[src/rtl/pipe_pkg.sv]
// ----------------------------------------------------------------------------
// pipe_pkg
// Definitions shared by the pipeline stage register and its storage slot.
//   CTRL_RW / CTRL_M2R : bit positions of RegWrite and M2Reg in the control
//                        vector when the stage is used as the M->W latch
//   DEF_*_W            : default payload, target-register and control widths
//   stageState_t       : occupancy of the stage (nothing / main / main+skid)
// ----------------------------------------------------------------------------
package pipe_pkg;

    localparam int CTRL_RW  = 0;
    localparam int CTRL_M2R = 1;

    localparam int DEF_DATA_W = 32;
    localparam int DEF_TGT_W  = 5;
    localparam int DEF_CTRL_W = 2;

    typedef enum logic [1:0] {
        ST_EMPTY = 2'd0,
        ST_ONE   = 2'd1,
        ST_FULL  = 2'd2
    } stageState_t;

endpackage

[src/rtl/pipe_slot.sv]
// ----------------------------------------------------------------------------
// pipe_slot
// One storage entry of a pipeline stage: valid flag, control bits, target
// register index and payload.
//   clk, clrn          : rising-edge clock, synchronous active-low reset
//   load               : capture dCtrl/dTgt/dData and mark the entry valid
//   clear              : invalidate the entry and zero its control and target
//                        (payload is left alone); load wins over clear
//   dCtrl, dTgt, dData : values captured on load
//   qValid, qCtrl,
//   qTgt, qData        : registered contents of the entry
// ----------------------------------------------------------------------------
module pipe_slot
    import pipe_pkg::*;
#(
    parameter int DATA_W = DEF_DATA_W,
    parameter int TGT_W  = DEF_TGT_W,
    parameter int CTRL_W = DEF_CTRL_W
) (
    input  logic              clk,
    input  logic              clrn,
    input  logic              load,
    input  logic              clear,
    input  logic [CTRL_W-1:0] dCtrl,
    input  logic [TGT_W-1:0]  dTgt,
    input  logic [DATA_W-1:0] dData,
    output logic              qValid,
    output logic [CTRL_W-1:0] qCtrl,
    output logic [TGT_W-1:0]  qTgt,
    output logic [DATA_W-1:0] qData
);

    // The entry register. Control and target are zeroed whenever the entry
    // goes invalid, so an empty slot can never present a live RegWrite or
    // M2Reg downstream. The payload is only cleared by reset; leaving it
    // alone on drain saves needless toggling of the wide data bus.
    always_ff @(posedge clk) begin
        if (!clrn) begin
            qValid <= 1'b0;
            qCtrl  <= '0;
            qTgt   <= '0;
            qData  <= '0;
        end else if (load) begin
            qValid <= 1'b1;
            qCtrl  <= dCtrl;
            qTgt   <= dTgt;
            qData  <= dData;
        end else if (clear) begin
            qValid <= 1'b0;
            qCtrl  <= '0;
            qTgt   <= '0;
        end
    end

endmodule

[src/rtl/pipe_stage_skid_reg.sv]
// ----------------------------------------------------------------------------
// pipe_stage_skid_reg
// Parametrised pipeline stage register with valid/ready handshake, flush and
// an optional skid entry that breaks the out_ready -> in_ready path.
//   clk, clrn                  : rising-edge clock, synchronous active-low reset
//   flush                      : discard every held entry and any entry
//                                offered this cycle
//   in_valid / in_ready        : upstream handshake
//   in_ctrl, in_tgt, in_data   : upstream entry
//   out_valid / out_ready      : downstream handshake
//   out_ctrl, out_tgt          : registered, zero whenever out_valid is 0
//   out_data                   : payload, holds its last value when invalid
// SKID=1 registers in_ready (it is simply "skid entry empty"); SKID=0 is a
// single entry with in_ready = out_ready | ~out_valid.
// ----------------------------------------------------------------------------
module pipe_stage_skid_reg
    import pipe_pkg::*;
#(
    parameter int DATA_W = DEF_DATA_W,
    parameter int TGT_W  = DEF_TGT_W,
    parameter int CTRL_W = DEF_CTRL_W,
    parameter int SKID   = 1
) (
    input  logic              clk,
    input  logic              clrn,
    input  logic              flush,
    input  logic              in_valid,
    output logic              in_ready,
    input  logic [CTRL_W-1:0] in_ctrl,
    input  logic [TGT_W-1:0]  in_tgt,
    input  logic [DATA_W-1:0] in_data,
    output logic              out_valid,
    input  logic              out_ready,
    output logic [CTRL_W-1:0] out_ctrl,
    output logic [TGT_W-1:0]  out_tgt,
    output logic [DATA_W-1:0] out_data
);

    logic              inXfer;
    logic              outXfer;
    logic              mainLoad;
    logic              mainClear;
    logic [CTRL_W-1:0] mainDCtrl;
    logic [TGT_W-1:0]  mainDTgt;
    logic [DATA_W-1:0] mainDData;

    assign inXfer  = in_valid & in_ready;
    assign outXfer = out_valid & out_ready;

    // The main entry drives the stage outputs directly, so out_ctrl and
    // out_tgt are flop outputs rather than a gate after the register.
    pipe_slot #(
        .DATA_W(DATA_W),
        .TGT_W (TGT_W),
        .CTRL_W(CTRL_W)
    ) mainSlot (
        .clk   (clk),
        .clrn  (clrn),
        .load  (mainLoad),
        .clear (mainClear),
        .dCtrl (mainDCtrl),
        .dTgt  (mainDTgt),
        .dData (mainDData),
        .qValid(out_valid),
        .qCtrl (out_ctrl),
        .qTgt  (out_tgt),
        .qData (out_data)
    );

    generate
        if (SKID != 0) begin : genSkid

            stageState_t       state;
            stageState_t       stateNext;
            logic              skidLoad;
            logic              skidClear;
            logic              mainFromSkid;
            logic              skidValid;
            logic [CTRL_W-1:0] skidCtrl;
            logic [TGT_W-1:0]  skidTgt;
            logic [DATA_W-1:0] skidData;

            // Second entry that catches the one beat which arrives while
            // the downstream is stalled; in_ready only looks at this flop.
            pipe_slot #(
                .DATA_W(DATA_W),
                .TGT_W (TGT_W),
                .CTRL_W(CTRL_W)
            ) skidSlot (
                .clk   (clk),
                .clrn  (clrn),
                .load  (skidLoad),
                .clear (skidClear),
                .dCtrl (in_ctrl),
                .dTgt  (in_tgt),
                .dData (in_data),
                .qValid(skidValid),
                .qCtrl (skidCtrl),
                .qTgt  (skidTgt),
                .qData (skidData)
            );

            assign in_ready = ~skidValid;

            // Occupancy state register; reset and flush both return to EMPTY.
            always_ff @(posedge clk) begin
                if (!clrn) begin
                    state <= ST_EMPTY;
                end else begin
                    state <= stateNext;
                end
            end

            // Occupancy transitions. Flush empties both entries and ignores
            // whatever is offered upstream. When the main entry drains while
            // the skid entry is full, the skid entry moves forward so FIFO
            // order is kept.
            always_comb begin
                stateNext    = state;
                mainLoad     = 1'b0;
                mainClear    = 1'b0;
                mainFromSkid = 1'b0;
                skidLoad     = 1'b0;
                skidClear    = 1'b0;
                if (flush) begin
                    stateNext = ST_EMPTY;
                    mainClear = 1'b1;
                    skidClear = 1'b1;
                end else begin
                    case (state)
                        ST_EMPTY: begin
                            if (inXfer) begin
                                mainLoad  = 1'b1;
                                stateNext = ST_ONE;
                            end
                        end
                        ST_ONE: begin
                            if (inXfer && outXfer) begin
                                mainLoad = 1'b1;
                            end else if (inXfer) begin
                                skidLoad  = 1'b1;
                                stateNext = ST_FULL;
                            end else if (outXfer) begin
                                mainClear = 1'b1;
                                stateNext = ST_EMPTY;
                            end
                        end
                        ST_FULL: begin
                            if (outXfer) begin
                                mainLoad     = 1'b1;
                                mainFromSkid = 1'b1;
                                skidClear    = 1'b1;
                                stateNext    = ST_ONE;
                            end
                        end
                        default: begin
                            stateNext = ST_EMPTY;
                            mainClear = 1'b1;
                            skidClear = 1'b1;
                        end
                    endcase
                end
            end

            // Source for the main entry: the skid entry when it is moving
            // forward, otherwise the upstream inputs.
            always_comb begin
                mainDCtrl = in_ctrl;
                mainDTgt  = in_tgt;
                mainDData = in_data;
                if (mainFromSkid) begin
                    mainDCtrl = skidCtrl;
                    mainDTgt  = skidTgt;
                    mainDData = skidData;
                end
            end

        end else begin : genNoSkid

            assign in_ready = out_ready | ~out_valid;

            // Single entry: a new beat overwrites the one leaving, a drain
            // with nothing arriving empties the entry, flush kills it.
            always_comb begin
                mainLoad  = inXfer & ~flush;
                mainClear = flush | outXfer;
                mainDCtrl = in_ctrl;
                mainDTgt  = in_tgt;
                mainDData = in_data;
            end

        end
    endgenerate

endmodule

[config.mk]
export PLATFORM = sky130hd
export DESIGN_NAME = pipe_stage_skid_reg
export DESIGN_NICKNAME = d
export VERILOG_FILES = /design/src/rtl/pipe_pkg.sv /design/src/rtl/pipe_slot.sv /design/src/rtl/pipe_stage_skid_reg.sv
export SDC_FILE = /design/constraint.sdc
export NUM_CORES = 1
export LEC_CHECK = 0
export CAP_MARGIN = 10
export CORE_ASPECT_RATIO = 0.6
export CORE_MARGIN = 10
export CORE_UTILIZATION = 50
export DETAILED_ROUTE_END_ITERATION = 8
export HOLD_SLACK_MARGIN = 0.03
export PLACE_DENSITY = 0.88
export SYNTH_ARGS = -nofsm -noshare
export SYNTH_HDL_FRONTEND = slang
export SYNTH_SLANG_ARGS = --single-unit
[constraint.sdc]
create_clock -name clk -period 2.6 [get_ports clk]
set_input_delay 0.26 -clock clk [delete_from_list [all_inputs] [get_ports clk]]
set_output_delay 0.26 -clock clk [all_outputs]
set_load 0.02 [all_outputs]
; Yosys cells after proc, flatten, opt, wreduce, memory -nomap -nowiden
; Index checks and enable logic that the tools add are counted.
[totals]
register_bits = 82
inputBits = 44
output_inout_bits = 41
word_cells = 64
[classes]
n_eq_ne = 6
muxes = 37
n_bitwise = 4
n_reduce_logical = 8
[ops]
columns = cell, n
row1 = 32-bit 2-to-1 mux, 1
row2 = 5-bit 2-to-1 mux, 5
row3 = 2-bit 2-to-1 mux, 10
row4 = 1-bit 2-to-1 mux, 17
row5 = "2-bit != test, second input constant", 3
row6 = 2-bit one-hot mux with 3 select lines, 1
row7 = 2-bit OR reduction, 3
row8 = 1-bit one-hot mux with 2 select lines, 2
row9 = 4-bit AND reduction, 1
row10 = 2-bit nonzero test, 2
row11 = "3-bit != test, second input constant", 1
row12 = 1-bit one-hot mux with 3 select lines, 1
row13 = 1-bit AND, 2
row14 = "2-bit by 1-bit equality test with 1-bit output, second input constant", 1
row15 = "2-bit equality test, second input constant", 1
row16 = 2-bit zero test, 1
row17 = 1-bit NOT, 2
row18 = 1-bit logical AND, 1

; Longest topological paths before layout
; Gate-level depths: netlist of the first run.
[depth]
word_depth = 8
ltp_mapped = 7
ltp_nobuf = 4

; By module
; A second synthesis of the first run with hierarchy kept.
[unflattened]
cells_unflattened = 341
hier_area_um2 = 3748.6
[modules_own_cells]
columns = module, instances, cells_each, area_per_inst_um2, seq_area_each_um2
row1 = pipe_slot, 2, 137, 1521.5, 800.8
row2 = pipe_stage_skid_reg, 1, 67, 705.7, 40.0

; Least setup slack after synthesis of the first run
; Ideal clock, no wire load.
[synth_timing]
path_type = flip-flop to flip-flop
from = reg mainSlot.qValid
to = reg mainSlot.qData[28]
setup_time_ns = 0.119
arrival_time_ns = 1.506
required_time_ns = 2.481
path_slack_ns = 0.975
stages_incl_launch_ff = 7
path_buffers = 2
period_less_slack_ns = 1.625
cell_sequence = dfxtp_1 > and3b_1 > nand2_1 > buf_4 > buf_6 > mux2i_1 > a21oi_2
[synth_between]
elab_chain_cells = 5
word_cells_on_any_way = 9
classes_between = 7 x mux / 1 x bitwise / 1 x reduce/logical
[synth_lines]
columns = item, line_no
row1 = "start, declared", pipe_slot.sv:27  ; output logic qValid,
row2 = "start signal, assigned", pipe_slot.sv:39  ; qValid <= 1'b0;
row3 = "start signal, assigned", pipe_slot.sv:44  ; qValid <= 1'b1;
row4 = "start signal, assigned", pipe_slot.sv:49  ; qValid <= 1'b0;
row5 = 1-bit AND (*), pipe_stage_skid_reg.sv:48  ; assign outXfer = out_valid & out_ready;
row6 = 1-bit logical AND / 1-bit 2-to-1 mux (equally long branches), "pipe_stage_skid_reg.sv:138, pipe_stage_skid_reg.sv:149"
row7 = 1-bit 2-to-1 mux (on tied branches), "pipe_stage_skid_reg.sv:138, pipe_stage_skid_reg.sv:130"
row8 = 1-bit one-hot mux with 3 select lines / 1-bit 2-to-1 mux (equally long branches), "pipe_stage_skid_reg.sv:130, pipe_stage_skid_reg.sv:125"
row9 = 1-bit 2-to-1 mux / 32-bit 2-to-1 mux (equally long branches), "pipe_stage_skid_reg.sv:125, pipe_stage_skid_reg.sv:171"
row10 = "end signal, assigned", pipe_slot.sv:47  ; qData <= dData;
row11 = "end, declared", pipe_slot.sv:30  ; output logic [DATA_W-1:0] qData
; Every way passes the cells marked *; elsewhere a longest branch is shown, timed or not.
; A chain may end at the register's enable or synchronous reset.

; Final worst setup path of the first run
[layout_timing]
from = reg genSkid.state[1]
to = reg mainSlot.qData[9]
[layout_between]
elab_chain_cells = 4
word_cells_on_any_way = 8
classes_between = 2 x eq/ne / 5 x mux / 1 x reduce/logical
[layout_lines]
columns = item, line_no
row1 = "start, declared", pipe_stage_skid_reg.sv:73  ; stageState_t state;
row2 = "start signal, assigned", pipe_stage_skid_reg.sv:110  ; state <= stateNext;
row3 = 2-bit equality test, pipe_stage_skid_reg.sv:130  ; case (state)
row4 = 1-bit 2-to-1 mux, pipe_stage_skid_reg.sv:130
row5 = 1-bit 2-to-1 mux, pipe_stage_skid_reg.sv:125  ; if (flush) begin
row6 = 32-bit 2-to-1 mux, pipe_stage_skid_reg.sv:171  ; if (mainFromSkid) begin
; Several ways; a longest one is shown, not always the timed one.

==> results by group, run 1 <==
Status
  • Outcome: complete, no violations

Logic synthesis
  • Largest area contributor in the netlist: dfxtp_1
  • Top cells by count, synth: dfxtp_1, nand2_1, mux2i_1, a21oi_2, o21ai_1
  • Average size of a mapped cell: about 9.8 um^2
  • Yosys cell types: 34
  • Flops & latches, synth: 82
  • Synth Warn #: 0
  • Post-Synthesis Cells: 361
  • Synth area leaders: dfxtp_1, mux2i_1, nand2_1
  • Synth async-reset ratio: 0%
  • Cell with the most instances after synthesis: dfxtp_1
  • Number of synthesized flops with an enable pin: 0
  • Post-synth net total: about 400
  • Post-synthesis sequential area ratio: a little under half
  • Area share of the largest cell type after synthesis: a little under half
  • Top_reg_cell synth: dfxtp_1
  • Netlist Area Pre-Place: about 0.0035 mm^2

Timing
  • Minimum clock period: approximately 1.9 ns
  • Fin Setup TNS: 0 ns
  • Worst slew pin tran: 0.499 ns
  • Peak Freq: around 540 MHz
  • WHS: around 0.44 ns
  • Max_slew headroom: between 60% and 70%
  • Setup Skew: 0.00675 ns
  • Final setup violation count: 0
  • Final period utilization: between 70% and 80%
  • Max Slew Vio Count: 0
  • Hold Vio Cnt, Final: 0
  • Unrepaired setup endpoints after global routing: no

Power
  • Peak supply drop: 316 uV
  • Clock group share of total power: about two fifths
  • PD cells: roughly 640 mW/mm^2
  • Sw Share: approximately a quarter
  • Overall power: between 2 and 3 mW
  • Sw power: 708 uW
  • Flop pwr share: between 40 and 50%
  • Combinational share of power: between 10% and 20%
  • Leakage: 1.87 nW
  • Int Pwr: about 2.3 mW

Clocking
  • Max Root-Sink Buffers: 2
  • H-Tree Depth: 3
  • Post_cts resized: 0
  • CTS buffer count: 9
  • Clock Sinks: roughly 80
  • CTS tree: yes
  • Post-cts hold buffer count: 0
  • Worst-path clk slew: 0.06 ns
  • Clock Root Buffer: clkbuf_16
  • Clk_lat worst skew: roughly 0.33 ns
  • Post-CTS setup buffers: 0

Critical path
  • WP data arrival: 2.12 ns
  • Slowest-stage cell, CP: or4b_4
  • Startpoint Class: register
  • Crit Path Category: reg2reg
  • CP Cell Sequence: or4b_4 > o2bb2ai_4 > buf_12 > o21ai_1 > a21oi_2
  • Critical-path maximum fanout: 64
  • CP peak stage delay: between 0.5 and 0.6 ns
  • Delay-heaviest family, CP: simple AND/OR/NAND/NOR gates
  • Buffers and inverters on the worst path: 1
  • Critical Path Sink Type: register
  • Req. time, crit path: 2.87 ns

Placed design
  • GP Congestion: ~0.8
  • Post-detail-place hpwl: a little under 6000 um
  • Placed Instances: slightly above 500
  • Port buffer count: 84
  • DP Area: between 0.004 and 0.005 mm^2

Floorplan
  • Ports: 85
  • Core area: approximately 0.0068 mm^2
  • Die W: about 130 um
  • Row count: 23
  • Full die area: between 0.01 and 0.015 mm^2
  • Initial core utilization: 52.1%
  • Die Y-Extent: ~85 um

Route
  • Post-DR vias/cell: roughly 5.4
  • Routed len/inst: ~16 um
  • Detailed Route WL: 8640 um
  • DR vias: 2,836
  • Iteration-0 DRC Markers: approximately 120
  • ANT nets after route: 0
  • Drt pass-1 iters: 4
  • DRC viols: 0

GRT
  • GR peak layer: met2
  • Vias in the first global route: roughly 2,800
  • GR Util met3: around 7%
  • First-pass GRT wire length: 14,000 um
  • Initial antenna violation count: 0
  • Met2 Track Usage GR: between 20% and 30%
  • Pin count of the biggest net entering global routing: 65
  • GRT Total Usage: 15.7%
  • GRT met1 Usage: 19.2%
  • Grt ovf: 0

Cells and area
  • Area Overhead vs Synth: 32.8%
  • # fillers: approximately 530
  • Post-Layout Inst Area: 0.00468 mm^2
  • ANT cells: 0
  • Share of cells above drive strength 1: around an eighth
  • Fin nets: 479
  • Fin cells: 527

Job
  • Max-cap violations: 0

Worst hold path
  • HP Class: in2reg
## final timing paths
kind / startpoint / slack (ns) / cells past startpoint / endpoint
max: genSkid.state[1] / 0.74 / 5 / mainSlot.qData[9]
min: clrn / 0.44 / 2 / genSkid.skidSlot.qData[29]
max reg2reg: genSkid.state[1] / 0.74 / 5 / mainSlot.qData[9]
min reg2reg: genSkid.skidSlot.qData[20] / 0.45 / 2 / genSkid.skidSlot.qData[20]
## cell usage in the layout, fill, tap and decap left out, types with 2 or more instances in the layout
cell,instances
clkbuf_16,9
buf_4,4
nor2_1,2
a21boi_1,10
and2_1,2
o21ai_0,6
nand3b_1,2
nand2b_1,2
mux2i_1,41
o21ai_1,28
a21oi_2,28
dfxtp_1,82
nor2b_1,3
a21oi_1,9
nand2_1,68
a32o_1,7
clkdlybuf4s50_1,83
o2bb2ai_1,8
clkbuf_1,2
buf_12,2
a21boi_0,22
## sequential cells by signal (all words and copies together), names as in the netlist
name and count:
mainSlot.qCtrl 2, genSkid.skidSlot.qTgt 5, mainSlot.qValid 1, genSkid.skidSlot.qValid 1, genSkid.state 2, mainSlot.qTgt 5, genSkid.skidSlot.qCtrl 2, mainSlot.qData 32
genSkid.skidSlot.qData 32
## layer usage
layer	part of all wire, %	routed length [um]
met1	45	3880
met2	45	3910
met3	8.9	769
met4	0.95	82
met5	0	0
## cell type report
type / count / area, um^2 / share of cell area (%)
clock inverters: 4 / 51.3 / 1.10
flip-flops and latches: 82 / 1640 / 35.1
clock buffers: 12 / 246 / 5.27
well taps: 87 / 109 / 2.33
inverters: 1 / 3.75 / 0.0802
multi-input cells: 251 / 1720 / 36.8
repair buffers: 90 / 906 / 19.4
## logic make-up (layout without fill, tap and decap cells)
logic type	count (synthesis)	after routing	synth area share [%]
flops	82	82	46.6
compound gates	124	124	26.1
simple gates	86	86	10.8
buf+inv	28	107	4.83
mux	41	41	11.6
## power by group through the flow
| stage | clock network (mW) | logic, mW | registers (mW) |
|---|---|---|---|
| after global placement | 0 | 0.386 | 1.37 |
| after detailed placement | 0 | 0.395 | 1.37 |
| after global routing | 1.35 | 0.423 | 1.35 |
| after CTS | 1.27 | 0.397 | 1.34 |
| after floorplan | 0 | 0.159 | 1.41 |
| final | 1.24 | 0.393 | 1.34 |
## metrics by stage
step,setup WS [ns],utilization (%)
after floorplan,0.975,-
after global placement,0.510,64.8
after detailed placement,0.444,64.8
after CTS,0.749,69.2
after global routing,0.627,69.2
final,0.745,69.2
Note: power is estimated with default switching activity, not from simulation.
==> run 2: changes to the inputs <==
- CORE_UTILIZATION: 50 -> 49
- PLACE_DENSITY: 0.88 -> 0.87
- clock period: 2.6 -> 1.9 ns (I/O delays scaled with it)
==> results by group, run 2 (synthesis gave the netlist of run 1 again) <==
Status
  • Outcome: complete, no violations

Timing
  • Max_slew headroom: about three quarters
  • Max Slew Vio Count: 0
  • Final setup violation count: 0
  • Hold Vio Cnt, Final: 0
  • Worst slew pin tran: about 0.35 ns
  • Final period utilization: between 90% and 100%
  • Peak Freq: roughly 570 MHz
  • Unrepaired setup endpoints after global routing: no
  • Minimum clock period: approximately 1.8 ns
  • Setup Skew: roughly 0.0064 ns

Route
  • ANT nets after route: 0
  • DR vias: 2,887
  • DRC viols: 0
  • Post-DR vias/cell: 5.40
  • Drt pass-1 iters: 4
  • Detailed Route WL: between 8000 and 9000 um
  • Iteration-0 DRC Markers: between 150 and 200
  • Routed len/inst: around 16 um

Placed design
  • Post-detail-place hpwl: ~6200 um
  • GP Congestion: approximately 0.79
  • DP Area: 0.00449 mm^2
  • Port buffer count: 84

Floorplan
  • Initial core utilization: around half
  • Die Y-Extent: ~86 um
  • Row count: 23
  • Ports: 85
  • Core area: 0.00682 mm^2
  • Full die area: ~0.011 mm^2
  • Die W: about 130 um

GRT
  • Pin count of the biggest net entering global routing: 37
  • GRT Total Usage: 15.9%
  • First-pass GRT wire length: between 10,000 and 15,000 um
  • Grt ovf: 0
  • Vias in the first global route: about 2,800
  • Initial antenna violation count: 0

Cells and area
  • Most common cell after layout, fill and taps aside: clkdlybuf4s50_1
  • ANT cells: 0
  • # fillers: 527
  • Final core occ: 70.0%
  • Area Overhead vs Synth: 35.4%
  • Post-Layout Inst Area: around 0.0048 mm^2
  • Share of cells above drive strength 1: between 10% and 20%
  • Fin nets: 488
  • Leading cell types in the layout, fill and taps excluded: clkdlybuf4s50_1, dfxtp_1, nand2_1
  • Biggest regs: genSkid.skidSlot.qData: 32 flops, mainSlot.qData: 32 flops

Clocking
  • Clk_lat worst skew: about 0.33 ns
  • Max Root-Sink Buffers: 2
  • CTS tree: yes
  • Post_cts resized: 0
  • Worst-path clk slew: roughly 0.060 ns
  • Clock Sinks: slightly above 80
  • CTS buffer count: 9
  • Post-cts hold buffer count: 0
  • Post-CTS setup buffers: 0
  • Clock Root Buffer: clkbuf_16
  • H-Tree Depth: 3

Power
  • Leakage: 1.94 nW
  • PD cells: around 850 mW/mm^2
  • Peak supply drop: 504 uV

Critical path
  • WP data arrival: roughly 2.0 ns
  • Startpoint Class: register
  • CP Cell Sequence: buf_4 > nor2b_1 > nand2_2 > buf_4 > mux2i_1 > a21oi_2
  • Crit Path Category: reg2reg
  • Cell mode on critical path: buf_4
  • Critical Path Sink Type: register
  • Req. time, crit path: ~2.1 ns
  • Slowest-stage cell, CP: dfxtp_1
  • Critical-path maximum fanout: 13
  • CP peak stage delay: between 0.4 and 0.5 ns

Job
  • Max-cap violations: 0

Worst hold path
  • HP Class: in2reg
run 2: final timing paths:
| kind | slack (ns) | end | cells after the start | startpoint |
|---|---|---|---|---|
| hold reg to reg | 0.46 | genSkid.skidSlot.qData[22] | 2 | genSkid.skidSlot.qData[22] |
| setup reg to reg | 0.15 | mainSlot.qData[24] | 6 | genSkid.state[1] |
| hold / removal | 0.30 | genSkid.skidSlot.qData[25] | 2 | clrn |
| setup / recovery | 0.15 | mainSlot.qData[24] | 6 | genSkid.state[1] |
run 2: layout make-up:
| class | count | area (um^2) | area share [%] |
|---|---|---|---|
| multi-input combinational | 251 | 1720 | 36.1 |
| inverter | 1 | 3.75 | 0.0786 |
| clock buffer | 12 | 246 | 5.16 |
| timing repair buffer | 99 | 1010 | 21.2 |
| clock inverter | 3 | 40.0 | 0.839 |
| sequential | 82 | 1640 | 34.4 |
| tap | 87 | 109 | 2.28 |
run 2: worst max-delay path: cells and delay by family, from the launching register on:
kind | cells | cell delay (ns)
flip-flops | 1 | 0.49
buffers and inverters | 2 | 0.42
AND/OR/NAND/NOR | 2 | 0.41
multiplexers | 1 | 0.22
AO/OA/AOI/OAI | 1 | 0.08
run 2: layer usage:
metal / up-vias / share of wire, % / track usage (%)
met5: - / 0 / 0
met3: 9 / 9.4 / 7.44
li1: 1438 / - / -
met2: 76 / 43 / 23.7
met1: 1364 / 47 / 19.6
met4: 0 / 1.2 / 5.59
run 2: through the flow:
| step | cells | setup WS [ns] | hold slack, ns | power (mW) | TNS (ns) |
|---|---|---|---|---|---|
| after detailed placement | 520 | -0.0890 | 0.446 | 2.43 | -3.25 |
| after CTS | 535 | 0.153 | 0.279 | 4.12 | 0 |
| final | 535 | 0.147 | 0.300 | 4.08 | 0 |
| after global placement | 520 | -0.0448 | 0.440 | 2.42 | -0.526 |
| after floorplan | 361 | 0.275 | 0.325 | 2.15 | 0 |
| after global routing | 535 | 0.0386 | 0.307 | 4.24 | 0 |
run 2: power breakdown:
part,switching (mW),total (mW),leakage (nW),internal (mW)
registers,0.0464,1.84,0.668,1.79
logic,0.276,0.558,1.12,0.281
clock network,0.639,1.68,0.142,1.04
total,0.962,4.08,1.94,3.11
